===== src/rtl/board_scanner.sv =====
// board_scanner: walks the 64 playing cells of a walled 10x10 board memory,
// streams each cell out over a valid/ready port and tallies the pieces.
// Ports:
//   clock, reset           - rising-edge clock, async active-low reset
//   start                  - begin a full-board scan (honoured only when idle)
//   addr_to_mem, rden      - board memory read port (data one cycle after rden)
//   data_fr_mem            - cell contents: 00 null, 01 black, 10 white, 11 wall
//   cell_valid/cell_ready  - handshake for cell_idx (row*8+col) and cell_data
//   black_count/white_count- running piece totals
//   busy, done             - scan in progress / one-cycle completion pulse
//   board_full, winner     - final-result flags, valid after done
//   bad_cell               - sticky: a playing cell read back as wall
module board_scanner #(
    parameter int BASE_ADDR  = 11,
    parameter int ROW_STRIDE = 10
) (
    input  logic       clock,
    input  logic       reset,
    input  logic       start,
    output logic [6:0] addr_to_mem,
    output logic       rden,
    input  logic [1:0] data_fr_mem,
    output logic       cell_valid,
    input  logic       cell_ready,
    output logic [5:0] cell_idx,
    output logic [1:0] cell_data,
    output logic [6:0] black_count,
    output logic [6:0] white_count,
    output logic       busy,
    output logic       done,
    output logic       board_full,
    output logic [1:0] winner,
    output logic       bad_cell
);

    typedef enum logic [2:0] {
        IDLE,
        ADDR,
        WAIT,
        EMIT,
        DONE
    } state_t;

    state_t     state;
    state_t     state_nxt;
    logic [5:0] idx;
    logic [5:0] idx_nxt;
    logic [6:0] addr_nxt;
    logic [6:0] total;
    logic       accept_start;

    // Row/column split of the index maps onto the bordered memory layout.
    assign addr_nxt = 7'(BASE_ADDR)
                    + 7'(idx_nxt[5:3]) * 7'(ROW_STRIDE)
                    + 7'(idx_nxt[2:0]);

    assign total        = black_count + white_count;
    assign accept_start = (state == IDLE) && start;

    always_comb begin
        state_nxt = state;
        idx_nxt   = idx;
        rden      = 1'b0;
        done      = 1'b0;
        busy      = 1'b1;
        unique case (state)
            IDLE: begin
                busy = 1'b0;
                if (start) begin
                    state_nxt = ADDR;
                    idx_nxt   = 6'd0;
                end
            end
            ADDR: begin
                rden      = 1'b1;
                state_nxt = WAIT;
            end
            WAIT: begin
                state_nxt = EMIT;
            end
            EMIT: begin
                if (cell_ready) begin
                    if (idx == 6'd63) begin
                        state_nxt = DONE;
                    end else begin
                        idx_nxt   = idx + 6'd1;
                        state_nxt = ADDR;
                    end
                end
            end
            DONE: begin
                done      = 1'b1;
                state_nxt = IDLE;
            end
            default: begin
                state_nxt = IDLE;
            end
        endcase
    end

    always_ff @(posedge clock or negedge reset) begin
        if (!reset) begin
            state       <= IDLE;
            idx         <= 6'd0;
            addr_to_mem <= 7'd0;
            cell_valid  <= 1'b0;
            cell_idx    <= 6'd0;
            cell_data   <= 2'b00;
            black_count <= 7'd0;
            white_count <= 7'd0;
            board_full  <= 1'b0;
            winner      <= 2'b00;
            bad_cell    <= 1'b0;
        end else begin
            state <= state_nxt;
            idx   <= idx_nxt;

            // Address is registered on entry to ADDR and held elsewhere.
            if (state_nxt == ADDR) begin
                addr_to_mem <= addr_nxt;
            end

            if (accept_start) begin
                black_count <= 7'd0;
                white_count <= 7'd0;
                bad_cell    <= 1'b0;
            end

            if (state == WAIT) begin
                cell_data  <= data_fr_mem;
                cell_idx   <= idx;
                cell_valid <= 1'b1;
                unique case (data_fr_mem)
                    2'b01:   black_count <= black_count + 7'd1;
                    2'b10:   white_count <= white_count + 7'd1;
                    2'b11:   bad_cell    <= 1'b1;
                    default: ;
                endcase
            end

            if (state == EMIT && cell_ready) begin
                cell_valid <= 1'b0;
            end

            // Counts are final once the last cell is handed off.
            if (state_nxt == DONE) begin
                board_full <= (total == 7'd64);
                if (black_count > white_count) begin
                    winner <= 2'b01;
                end else if (white_count > black_count) begin
                    winner <= 2'b10;
                end else begin
                    winner <= 2'b00;
                end
            end
        end
    end

endmodule


===== config.mk =====
export PLATFORM = sky130hd
export DESIGN_NAME = board_scanner
export DESIGN_NICKNAME = d
export VERILOG_FILES = /design/src/rtl/board_scanner.sv
export SDC_FILE = /design/constraint.sdc
export NUM_CORES = 1
export LEC_CHECK = 0
export BUFFER_PORTS_ARGS = -buffer_cell sky130_fd_sc_hd__buf_2
export CAP_MARGIN = 20
export CORE_UTILIZATION = 40
export CTS_CLUSTER_SIZE = 25
export DETAILED_ROUTE_END_ITERATION = 8
export GPL_TIMING_DRIVEN = 1
export PLACE_DENSITY = 0.57
export SLEW_MARGIN = 30
export SYNTH_ARGS = -nofsm -noshare
export SYNTH_HDL_FRONTEND = slang
export SYNTH_SLANG_ARGS = --single-unit

===== constraint.sdc =====
create_clock -name clock -period 4.7 [get_ports clock]
set_clock_uncertainty 0.1 [all_clocks]
set_input_delay 0.47 -clock clock [delete_from_list [all_inputs] [get_ports clock]]
set_output_delay 0.47 -clock clock [all_outputs]
set_load 0.01 [all_outputs]

==> impl_results.rst <==
.. list-table::
   :header-rows: 1

   * - Metric
     - Value
   * - Status
     - finished clean
   * - Average wire per standard cell
     - 15.1 um
   * - Die height
     - 82.2 um
   * - Total Negative Setup Slacks
     - 0 ns
   * - Largest net degree at the start of global routing
     - 44
   * - Hold Path Class
     - in2async
   * - Final number of setup-violating endpoints
     - 0
   * - Root buffer selected by CTS
     - sky130_fd_sc_hd__clkbuf_8
   * - Count of cell types in the netlist
     - 51
   * - Antenna diodes
     - 0
   * - EDFF count, synth
     - 0
   * - Post-route antenna net violation count
     - 0
   * - Sequential Area
     - 1080 um^2
   * - Avg Vias per Cell
     - 5.40
   * - Count of pins on the block boundary
     - 43
   * - Global routing usage summed across all routing layers
     - 18.4%
   * - Worst-path maximum fanout
     - 7
   * - Placeable Area
     - 6060 um^2
   * - Highest clock frequency the design can meet
     - 305 MHz
   * - Asr flop ratio synth
     - 100%
   * - Post-layout net count
     - 332
   * - Flip-flop and latch count after synthesis
     - 43
   * - Layout fillers
     - 616
   * - Final number of hold-violating endpoints
     - 0
   * - Iteration count of the initial detailed-routing pass
     - 4
   * - Number of antenna violations at the first check in global routing
     - 0
   * - CTS resizes
     - 0
   * - Count of H-tree levels built during CTS
     - 2
   * - Detail Placement HPWL
     - 4.16 mm
   * - Worst Tran Pin Value
     - 0.796 ns
   * - CTS tree
     - built
   * - Required time of the critical path
     - 4.79 ns
   * - Type of element launching the critical path
     - flop
   * - Wire length of the first global-routing pass
     - 9.18 mm
   * - MaxCap Viol Count
     - 0
   * - Routability congestion estimate from global placement
     - 0.844
   * - Gate count of the mapped netlist
     - 256
   * - Cell area after synthesis
     - 2570 um^2
   * - Static leakage power
     - 1.55 nW
   * - Clk pin slew, worst setup/hold paths
     - 0.09 ns
   * - Worst-case clock buffer depth
     - 2
   * - Most frequently used flop master after synthesis
     - sky130_fd_sc_hd__dfrtp_1
   * - Area growth from synthesis to final layout
     - 14.6%
   * - Startpoint-to-endpoint class of the critical path
     - reg2reg
   * - Endpoint kind of the worst setup timing path
     - flop
   * - Total area of multi-input combinational cells
     - 1390 um^2
   * - Number of buffers inserted during clock tree synthesis
     - 5
   * - Overflow left after global routing
     - 0
   * - Cell row count
     - 28
   * - Final Slew Violations
     - 0
   * - Avg Cell Area, Syn
     - 10.0 um^2
   * - Setup repair after global routing missed its margin
     - false
   * - Number of buffers inserted to repair setup after CTS
     - 0
   * - Number of global-route vias before repair
     - 1,814
   * - Effective utilization at floorplan
     - 42.4%
   * - Total vias in the final route
     - 2,026
   * - Remaining routing DRC violations
     - 0
   * - Final period demand of the worst path
     - 3.28 ns
   * - Die W
     - 82.2 um
   * - Ys Warns
     - 0
   * - Final hold slack
     - 0.0552 ns
   * - Pwr per Cell Area
     - 589 nW/um^2
   * - CTS sink count
     - 43
   * - Port Buffers
     - 42
   * - Hold buffer count at cts
     - 0
   * - Share of final-layout standard cells stronger than drive strength 1
     - 21.7%
   * - Peak VDD IR
     - 0.399 mV
   * - Die area
     - 6760 um^2
   * - Clock Latency Late Sink
     - 0.30 ns
   * - Final worst path period share
     - 69.8%
   * - Arrival time reported for the critical path endpoint
     - 3.37 ns
   * - Drt total wl
     - 5.67 mm
   * - Syn Nets
     - 289
   * - Iter 0 DRT Violations
     - 73
   * - Relative slew margins
     - 46.7%
   * - Register area share after synthesis
     - 41.8%
==> final timing paths <==
| check | from | to | slack (ns) | cells after the start |
|---|---|---|---|---|
| hold / removal | reset | board_full | 0.06 | 1 |
| max in group asynchronous | reset | bad_cell | 4.07 | 1 |
| min in group clock | data_fr_mem[1] | cell_data[1] | 0.34 | 2 |
| hold reg to reg | winner[0] | winner[0] | 0.38 | 2 |
| setup reg to reg | state[1] | addr_to_mem[6] | 1.42 | 11 |
| setup / recovery | state[1] | addr_to_mem[6] | 1.42 | 11 |
==> kinds of logic (layout without fill, tap and decap cells) <==
logic type | after synthesis | in the layout | synth area share (%)
buf+inv | 29 | 73 | 4.47
mux | 18 | 18 | 7.49
compound gates | 46 | 46 | 12.0
simple gates | 84 | 84 | 17.5
xor+xnor | 9 | 9 | 3.06
flops | 43 | 43 | 41.8
fa+ha+maj | 27 | 27 | 13.7
==> sequential cells by signal, summed over array words and instances (netlist names) <==
signal       count
addr_to_mem      7
board_full       1
bad_cell         1
idx              6
cell_valid       1
black_count      7
winner           2
state            3
cell_data        2
white_count      7
cell_idx         6
==> synthesized netlist by cell type (all sizes together) (2+ instances only) <==
master   n  area share [%]
nand4   11             2.7
a21oi    7             1.4
and3     4            0.97
ha      25              12
nand2   27             3.9
dfrtp   43              42
nor2    11             1.6
a21o     6             1.8
o21ai   14             2.7
nor3b    2            0.78
buf      5            0.97
xor2     6             2.0
or2      2            0.49
a211oi   3            0.88
clkbuf   2            0.29
nor2b    3            0.83
and3b    2            0.68
fa       2             1.6
nor3     4            0.78
mux2i    8             3.1
xnor2    3             1.0
nand2b   2            0.49
a32o     2            0.78
or3      2            0.49
and2     2            0.49
nand3    5            0.97
and4     2            0.68
mux2    10             4.4
inv     21             3.1
o31ai    5             1.7
==> power by group <==
part	switching (mW)	internal (mW)
logic	0.475	0.399
registers	0.134	0.491
clock network	0.133	0.104
total	0.742	0.994
==> layout by cell type (no fill, tap or decap), drive strengths merged, types with 2 or more instances in the layout <==
cell	synthesis	final
dfrtp	43	43
buf	5	43
nand2	27	27
ha	25	25
inv	21	21
o21ai	14	14
nand4	11	11
nor2	11	11
mux2	10	10
mux2i	8	8
a21oi	7	7
xor2	6	6
a21o	6	6
clkbuf	2	6
nand3	5	5
o31ai	5	5
nor3	4	4
and3	4	4
xnor2	3	3
a211oi	3	3
nor2b	3	3
and4	2	2
and2	2	2
or3	2	2
and3b	2	2
a32o	2	2
nand2b	2	2
fa	2	2
or2	2	2
nor3b	2	2
clkinv	1	2
==> layer usage <==
layer	vias up	global-route usage [%]	wire [um]
met5	-	0	0
met4	0	5.79	59
met3	6	3.52	149
met2	30	28.3	2660
met1	999	25.9	2800
li1	991	-	-
==> per-stage QoR <==
step / worst slack, ns / power [mW] / std cells / util [%] / instance area, um^2
2_1_floorplan: 1.75 / 1.23 / 256 / - / 2570
3_3_place_gp: 1.40 / 1.49 / 367 / 47.2 / 2860
3_5_place_dp: 1.33 / 1.51 / 367 / 47.2 / 2860
4_1_cts: 1.31 / 1.76 / 375 / 48.6 / 2950
5_1_grt: 1.21 / 1.90 / 375 / 48.7 / 2950
6_report: 1.42 / 1.74 / 375 / 48.7 / 2950
==> final cells by class <==
cell class	count	share of cell area, %
Tap cell	75	3.18
Sequential cell	43	36.5
Inverter	22	2.80
Multi-Input combinational cell	184	47.2
Clock buffer	6	2.46
Timing Repair Buffer	43	7.47
Clock inverter	2	0.424
==> worst max-delay path, stage by stage (launching register included) <==
cell	delay, ns
sky130_fd_sc_hd__dfrtp_1	0.45
sky130_fd_sc_hd__nor2b_2	0.23
sky130_fd_sc_hd__and2b_1	0.28
sky130_fd_sc_hd__nand3_1	0.14
sky130_fd_sc_hd__a211oi_1	0.44
sky130_fd_sc_hd__ha_1	0.33
sky130_fd_sc_hd__ha_1	0.29
sky130_fd_sc_hd__a21o_1	0.19
sky130_fd_sc_hd__a211oi_1	0.24
sky130_fd_sc_hd__nor2_1	0.09
sky130_fd_sc_hd__xor2_1	0.13
sky130_fd_sc_hd__mux2_1	0.27
Note: power is estimated with default switching activity, not from simulation.
